===== src/rtl/lcd_pkg.sv =====
// Shared LCD definitions: command/data encodings, frame geometry, the frame
// sequencer state type and the word encoder used by the frame arbiter.
package lcd_pkg;

  localparam logic [7:0] LCD_CMD_LINE1 = 8'h80;
  localparam logic [7:0] LCD_CMD_LINE2 = 8'hC0;
  localparam logic [1:0] LCD_RS_DATA   = 2'b10;
  localparam logic [1:0] LCD_RS_CMD    = 2'b00;

  localparam int unsigned FRAME_WORDS = 34;
  localparam int unsigned LAST_STEP   = FRAME_WORDS - 1;
  localparam int unsigned STEP_W      = 6;
  localparam int unsigned LINE_BITS   = 128;

  typedef enum logic [2:0] {
    ST_IDLE,
    ST_SEND,
    ST_ACK,
    ST_WAIT,
    ST_DONE
  } lcd_state_e;

  // One transaction to lcd_controller: {rs, rw, data}.
  typedef struct packed {
    logic       rs;
    logic       rw;
    logic [7:0] data;
  } lcd_word_t;

  // Word sent at a given frame step; characters go out MSB byte first.
  function automatic lcd_word_t lcd_word(input logic [STEP_W-1:0]    step,
                                         input logic [LINE_BITS-1:0] l1,
                                         input logic [LINE_BITS-1:0] l2);
    logic [3:0] idx;
    lcd_word_t  w;
    idx = '0;
    if (step == '0) begin
      w = {LCD_RS_CMD, LCD_CMD_LINE1};
    end else if (step <= STEP_W'(16)) begin
      idx = 4'(STEP_W'(16) - step);
      w   = {LCD_RS_DATA, l1[{idx, 3'b000} +: 8]};
    end else if (step == STEP_W'(17)) begin
      w = {LCD_RS_CMD, LCD_CMD_LINE2};
    end else begin
      idx = 4'(STEP_W'(LAST_STEP) - step);
      w   = {LCD_RS_DATA, l2[{idx, 3'b000} +: 8]};
    end
    return w;
  endfunction

endpackage


===== src/rtl/lcd_rr_pick.sv =====
// Round-robin selector: first asserted request at or after ptr, searching
// upward with wrap-around.
//   req   : request vector
//   ptr   : highest-priority index
//   win_c : one-hot winner (zero when no request)
//   any_c : at least one request asserted
module lcd_rr_pick
  import lcd_pkg::*;
#(
  parameter int unsigned N_REQ = 3,
  localparam int unsigned PTR_W = $clog2(N_REQ)
) (
  input  logic [N_REQ-1:0] req,
  input  logic [PTR_W-1:0] ptr,
  output logic [N_REQ-1:0] win_c,
  output logic             any_c
);

  logic [PTR_W-1:0] k;

  always_comb begin
    win_c = '0;
    any_c = 1'b0;
    k     = '0;
    for (int unsigned j = 0; j < N_REQ; j++) begin
      k = PTR_W'((32'(ptr) + j) % N_REQ);
      if (!any_c && req[k]) begin
        win_c[k] = 1'b1;
        any_c    = 1'b1;
      end
    end
  end

endmodule


===== src/rtl/lcd_frame_arbiter.sv =====
// Grants one screen producer per frame (round-robin), snapshots its two
// 16-character lines and plays the 34-word frame into lcd_controller through
// the enable/busy handshake.
//   clk, rst      : clock, synchronous active-high reset
//   req           : per-producer frame request (level)
//   line1, line2  : producer i at bits [128i+127:128i], first char in MSB byte
//   grant         : one-hot, high for the whole frame
//   done          : one-cycle pulse to the producer whose frame completed
//   ack_err       : one-cycle pulse when busy failed to rise in time
//   lcd_enable    : one-cycle strobe per transaction
//   lcd_bus       : {rs, rw, data}, held until the next strobe
//   lcd_busy      : busy flag from lcd_controller
module lcd_frame_arbiter
  import lcd_pkg::*;
#(
  parameter int unsigned N_REQ       = 3,
  parameter int unsigned ACK_TIMEOUT = 15
) (
  input  logic                       clk,
  input  logic                       rst,
  input  logic [N_REQ-1:0]           req,
  input  logic [LINE_BITS*N_REQ-1:0] line1,
  input  logic [LINE_BITS*N_REQ-1:0] line2,
  output logic [N_REQ-1:0]           grant,
  output logic [N_REQ-1:0]           done,
  output logic                       ack_err,
  output logic                       lcd_enable,
  output logic [9:0]                 lcd_bus,
  input  logic                       lcd_busy
);

  localparam int unsigned PTR_W = $clog2(N_REQ);
  localparam int unsigned TMO_W = $clog2(ACK_TIMEOUT + 1);

  lcd_state_e                      state_q, state_d;
  logic [STEP_W-1:0]               step_q, step_d;
  logic [PTR_W-1:0]                ptr_q, ptr_d;
  logic [TMO_W-1:0]                tmo_q, tmo_d;
  logic [LINE_BITS-1:0]            snap1_q, snap1_d;
  logic [LINE_BITS-1:0]            snap2_q, snap2_d;
  logic [N_REQ-1:0]                grant_d, done_d;
  logic                            ack_err_d, enable_d;
  lcd_word_t                       bus_d;
  logic [N_REQ-1:0]                win_c;
  logic                            any_c;
  logic [N_REQ-1:0][LINE_BITS-1:0] line1_arr, line2_arr;

  assign line1_arr = line1;
  assign line2_arr = line2;

  lcd_rr_pick #(.N_REQ(N_REQ)) u_pick (
    .req   (req),
    .ptr   (ptr_q),
    .win_c (win_c),
    .any_c (any_c)
  );

  // State and registered outputs.
  always_ff @(posedge clk) begin
    if (rst) begin
      state_q    <= ST_IDLE;
      step_q     <= '0;
      ptr_q      <= '0;
      tmo_q      <= '0;
      snap1_q    <= '0;
      snap2_q    <= '0;
      grant      <= '0;
      done       <= '0;
      ack_err    <= 1'b0;
      lcd_enable <= 1'b0;
      lcd_bus    <= '0;
    end else begin
      state_q    <= state_d;
      step_q     <= step_d;
      ptr_q      <= ptr_d;
      tmo_q      <= tmo_d;
      snap1_q    <= snap1_d;
      snap2_q    <= snap2_d;
      grant      <= grant_d;
      done       <= done_d;
      ack_err    <= ack_err_d;
      lcd_enable <= enable_d;
      lcd_bus    <= bus_d;
    end
  end

  // Next state and next register values.
  always_comb begin
    state_d   = state_q;
    step_d    = step_q;
    ptr_d     = ptr_q;
    tmo_d     = tmo_q;
    snap1_d   = snap1_q;
    snap2_d   = snap2_q;
    grant_d   = grant;
    done_d    = '0;
    ack_err_d = 1'b0;
    enable_d  = 1'b0;
    bus_d     = lcd_bus;

    case (state_q)
      ST_IDLE: begin
        if (any_c && !lcd_busy) begin
          grant_d = win_c;
          step_d  = '0;
          for (int unsigned i = 0; i < N_REQ; i++) begin
            if (win_c[i]) begin
              snap1_d = line1_arr[i];
              snap2_d = line2_arr[i];
            end
          end
          state_d = ST_SEND;
        end
      end

      ST_SEND: begin
        bus_d    = lcd_word(step_q, snap1_q, snap2_q);
        enable_d = 1'b1;
        tmo_d    = '0;
        state_d  = ST_ACK;
      end

      // Busy rising is the acknowledge; a missing one is reported and skipped.
      ST_ACK: begin
        if (lcd_busy) begin
          state_d = ST_WAIT;
        end else if (tmo_q == TMO_W'(ACK_TIMEOUT - 1)) begin
          ack_err_d = 1'b1;
          state_d   = ST_WAIT;
        end else begin
          tmo_d = tmo_q + TMO_W'(1);
        end
      end

      ST_WAIT: begin
        if (!lcd_busy) begin
          if (step_q == STEP_W'(LAST_STEP)) begin
            done_d  = grant;
            grant_d = '0;
            state_d = ST_DONE;
          end else begin
            step_d  = step_q + STEP_W'(1);
            state_d = ST_SEND;
          end
        end
      end

      // done still holds the winner here; rotate priority past it.
      ST_DONE: begin
        for (int unsigned i = 0; i < N_REQ; i++) begin
          if (done[i]) ptr_d = PTR_W'((i + 1) % N_REQ);
        end
        state_d = ST_IDLE;
      end

      default: state_d = ST_IDLE;
    endcase
  end

endmodule


===== config.mk =====
export PLATFORM = sky130hd
export DESIGN_NAME = lcd_frame_arbiter
export DESIGN_NICKNAME = d
export VERILOG_FILES = /design/src/rtl/lcd_pkg.sv /design/src/rtl/lcd_rr_pick.sv /design/src/rtl/lcd_frame_arbiter.sv
export SDC_FILE = /design/constraint.sdc
export NUM_CORES = 1
export LEC_CHECK = 0
export CAP_MARGIN = 20
export CORE_AREA = 2 2 309 311
export DETAILED_ROUTE_END_ITERATION = 16
export DIE_AREA = 0 0 311 313
export RECOVER_POWER = 25
export SYNTH_ARGS = -nofsm -noshare
export SYNTH_HDL_FRONTEND = slang
export SYNTH_SLANG_ARGS = --single-unit
export TNS_END_PERCENT = 100

===== constraint.sdc =====
create_clock -name clk -period 4.24 [get_ports clk]
set_input_delay 0.848 -clock clk [delete_from_list [all_inputs] [get_ports clk]]
set_output_delay 0.848 -clock clk [all_outputs]
set_load 0.005 [all_outputs]

==> results by group <==
Die
  – Die W: 311 microns
  – Die area: 97,340 sq um
  – Initial Utilization: 20.73%
  – Io pins: between 700 and 800
  – Die H: 313 microns
  – # rows: 113
  – Core area: about 94,000 sq um

Hold path
  – Hold Path Class: reg2reg

CTS
  – Clock Latency Late Sink: 0.54 ns
  – H-tree levels: 2
  – Clk sinks: 288
  – # hold bufs at CTS: 0
  – CTS Buf Count: 36
  – Number of gates resized after CTS: 0
  – Root Buffer: clkbuf_16
  – Reg clk slew, reported paths: 0.06 ns
  – Postcts setup bufs: 0
  – Clk buf depth: 3
  – CTS tree: built

Setup path
  – Crit Path Class: in2reg
  – CP required: between 4 and 5 ns
  – Slowest-stage cell, CP: dlygate4sd3_1
  – R2r setup slk: 0.83 ns
  – Crit path launch type: primary input
  – CP max stage delay: 0.72 ns
  – Critical Path Fanout Max: 14
  – CP Buf/Inv Count: 2
  – Critical path, cell by cell: dlygate4sd3_1 -> nand2b_1 -> mux2i_1 -> a221oi_4 -> or2_4 -> a31o_4 -> clkbuf_1 -> mux2i_1
  – Crit path DAT: approximately 4 ns
  – Most used cell, CP: mux2i_1
  – Delay-heaviest family, CP: buffers and inverters
  – Crit end category: flip-flop

Timing
  – Final-report hold violation count: 0
  – Crit path time final: 3.500 ns
  – TNS Setup: 0 ns
  – Period utilization: between 80 and 90%
  – Max transition margin: -55.81%
  – Hold_ws: 0.4443 ns
  – RSZ-0062 raised after global routing: no
  – Highest clock rate: 285.7 MHz
  – Fin. max-slew vios: roughly 210
  – Setup Viol. Count Final: 0
  – Clock Skew: 0.01673 ns
  – Final worst slack: 0.7404 ns
  – Measured slew at the worst slew-check pin: 2.337 ns

Place
  – DP HPWL: approximately 68 mm
  – # port buffers: slightly below 800
  – Dpl cells: 3,982
  – Pre-CTS setup slack: roughly 0.32 ns
  – Post-DP Area: ~29,000 sq um
  – GP Congestion: 0.8329

Finish
  – Most frequent cells in the layout: 771 x clkdlybuf4s50_1, 522 x mux2i_1, 296 x nand2_1
  – Final core occ: 31.62%
  – Design Area, Final: 29,770 sq um
  – Final nets: 3,540
  – Layout Cells excl Fill: just over 4,000
  – Area grow syn2layout: 52.50%
  – Fill cells: between 9,000 and 10,000
  – Commonest non-fill, non-tap cell in the layout: clkdlybuf4s50_1
  – Layout cells sized above 1: 7.554%

Logic synthesis
  – Synth area leader: dfxtp_1
  – Synth cell types: 56
  – Post-Syn Area: 19,520 sq um
  – Async SR Flop Fraction: 0%
  – Synth area leaders: dfxtp_1 30%, mux2i_1 27%, a211o_1 11%
  – Synth warn: 0
  – Top FF cell, synth: dfxtp_1
  – Synth top area share: between 20% and 30%
  – Synth Register Bits: 288
  – Syn avg cell area: 9.314 sq um
  – Syn Nets: 2,881
  – Register area share after synthesis: between 20% and 30%
  – Post-synthesis cell count: roughly 2,100
  – Post-synth EDFFs: 0

Status
  – Failing checks: capacitance limit, slew limit
  – Status: finished, violations left

Detailed routing
  – DR WL/cell: ~22 microns
  – Detail Route Antenna Nets: 0
  – Via count: 18,910
  – DRC: 0
  – WL final: between 80 and 90 mm
  – Routed vias/inst: 4.662
  – DRT iter0 DRCs: between 1,000 and 1,500
  – TritonRoute pass-1 iters: 9

Power
  – Cell area power density: 287.2 nW/um^2
  – Leak pwr: 12.00 nW
  – Max IR drop VDD: about 0.18 mV
  – Power, Total: 8.549 mW

GRT
  – Total Routing Usage GR: 17.12%
  – Number of global-route vias before repair: 18,810
  – Largest net degree at the start of global routing: 152
  – Total congestion overflow: 0
  – Met2 Usage GRT: 27.32%
  – GR peak layer: met2
  – Initial antenna violation count: 22
  – Met1 usage: 23.10%
  – Global-route wire length before repair: 125.2 mm
  – Met3 usage: 3.910%

Job
  – Max-cap violations: 2
layout make-up:
class                      instances  area, sq um  share of cell area (%)
multi-input combinational       1571        12650                   42.50
timing repair buffer             849         8536                   28.67
sequential                       288         5767                   19.37
tap                             1265         1583                   5.317
clock buffer                      50         1055                   3.543
clock inverter                    13        106.4                  0.3572
inverter                           9        41.29                  0.1387
antenna                           12        30.03                  0.1009
cell usage after synthesis (2+ instances only):
cell / n
buf_4: 5
mux2i_1: 522
ha_1: 11
dfxtp_1: 288
nor2_1: 16
buf_6: 27
xnor2_1: 5
nand3b_1: 2
nand2_1: 296
nand4_1: 3
nor3_1: 268
nor2b_1: 6
xor2_1: 3
nand2b_1: 4
o31ai_1: 3
o211ai_1: 16
o41ai_1: 2
nand3_1: 22
a31oi_1: 3
a211oi_1: 4
o21ai_0: 7
mux2_2: 13
a211o_1: 256
buf_2: 41
or3_1: 4
and3_1: 3
inv_1: 7
clkbuf_1: 147
a21oi_1: 10
mux4_2: 66
o21a_1: 2
and2_1: 4
buf_1: 7
report_power, final:
group          total (mW)  internal (mW)  switching (mW)  leakage (nW)
Sequential           3.08           2.92           0.156          2.35
Clock                3.07           1.80            1.26         0.580
Combinational        2.40           1.35            1.05          9.07
Total                8.55           6.08            2.47          12.0
path summary, 6_finish.rpt:
kind               from      endpoint  depth (start not counted)
min reg2reg  lcd_bus[0]    lcd_bus[0]                          2
min          lcd_bus[0]    lcd_bus[0]                          2
max reg2reg    ptr_q[1]  snap2_q[109]                          9
max              req[1]  snap2_q[109]                          8
cell families after synthesis:
family          synth area share, %
buf+inv                       5.974
simple gates                  14.68
other cells                 0.01921
xor+xnor                     0.3589
mux                           35.21
compound gates                13.52
fa+ha+maj                    0.7050
flops                         29.53
worst reg2reg max path, delay by kind of cell, from the launching register on:
family | cells | cell delay (ns)
buffers and inverters | 2 | 0.81
AOI/OAI and AO/OA | 2 | 0.79
DFF | 1 | 0.35
and+or+nand+nor | 2 | 0.46
adders and majority gates | 1 | 0.28
muxes | 2 | 0.64
sequential cells by signal, indices dropped and copies added, names as in the netlist, 3 cells and up:
register  flops
snap1_q     128
snap2_q     128
lcd_bus       9
step_q        6
tmo_q         4
done          3
grant         3
state_q       3
layer usage:
metal / share of wire [%] / up-vias
li1: - / 9129
met1: 45 / 9017
met2: 46 / 658
met3: 6.8 / 100
met4: 2.3 / 10
met5: 0.078 / -
Note: power is estimated with default switching activity, not from simulation.
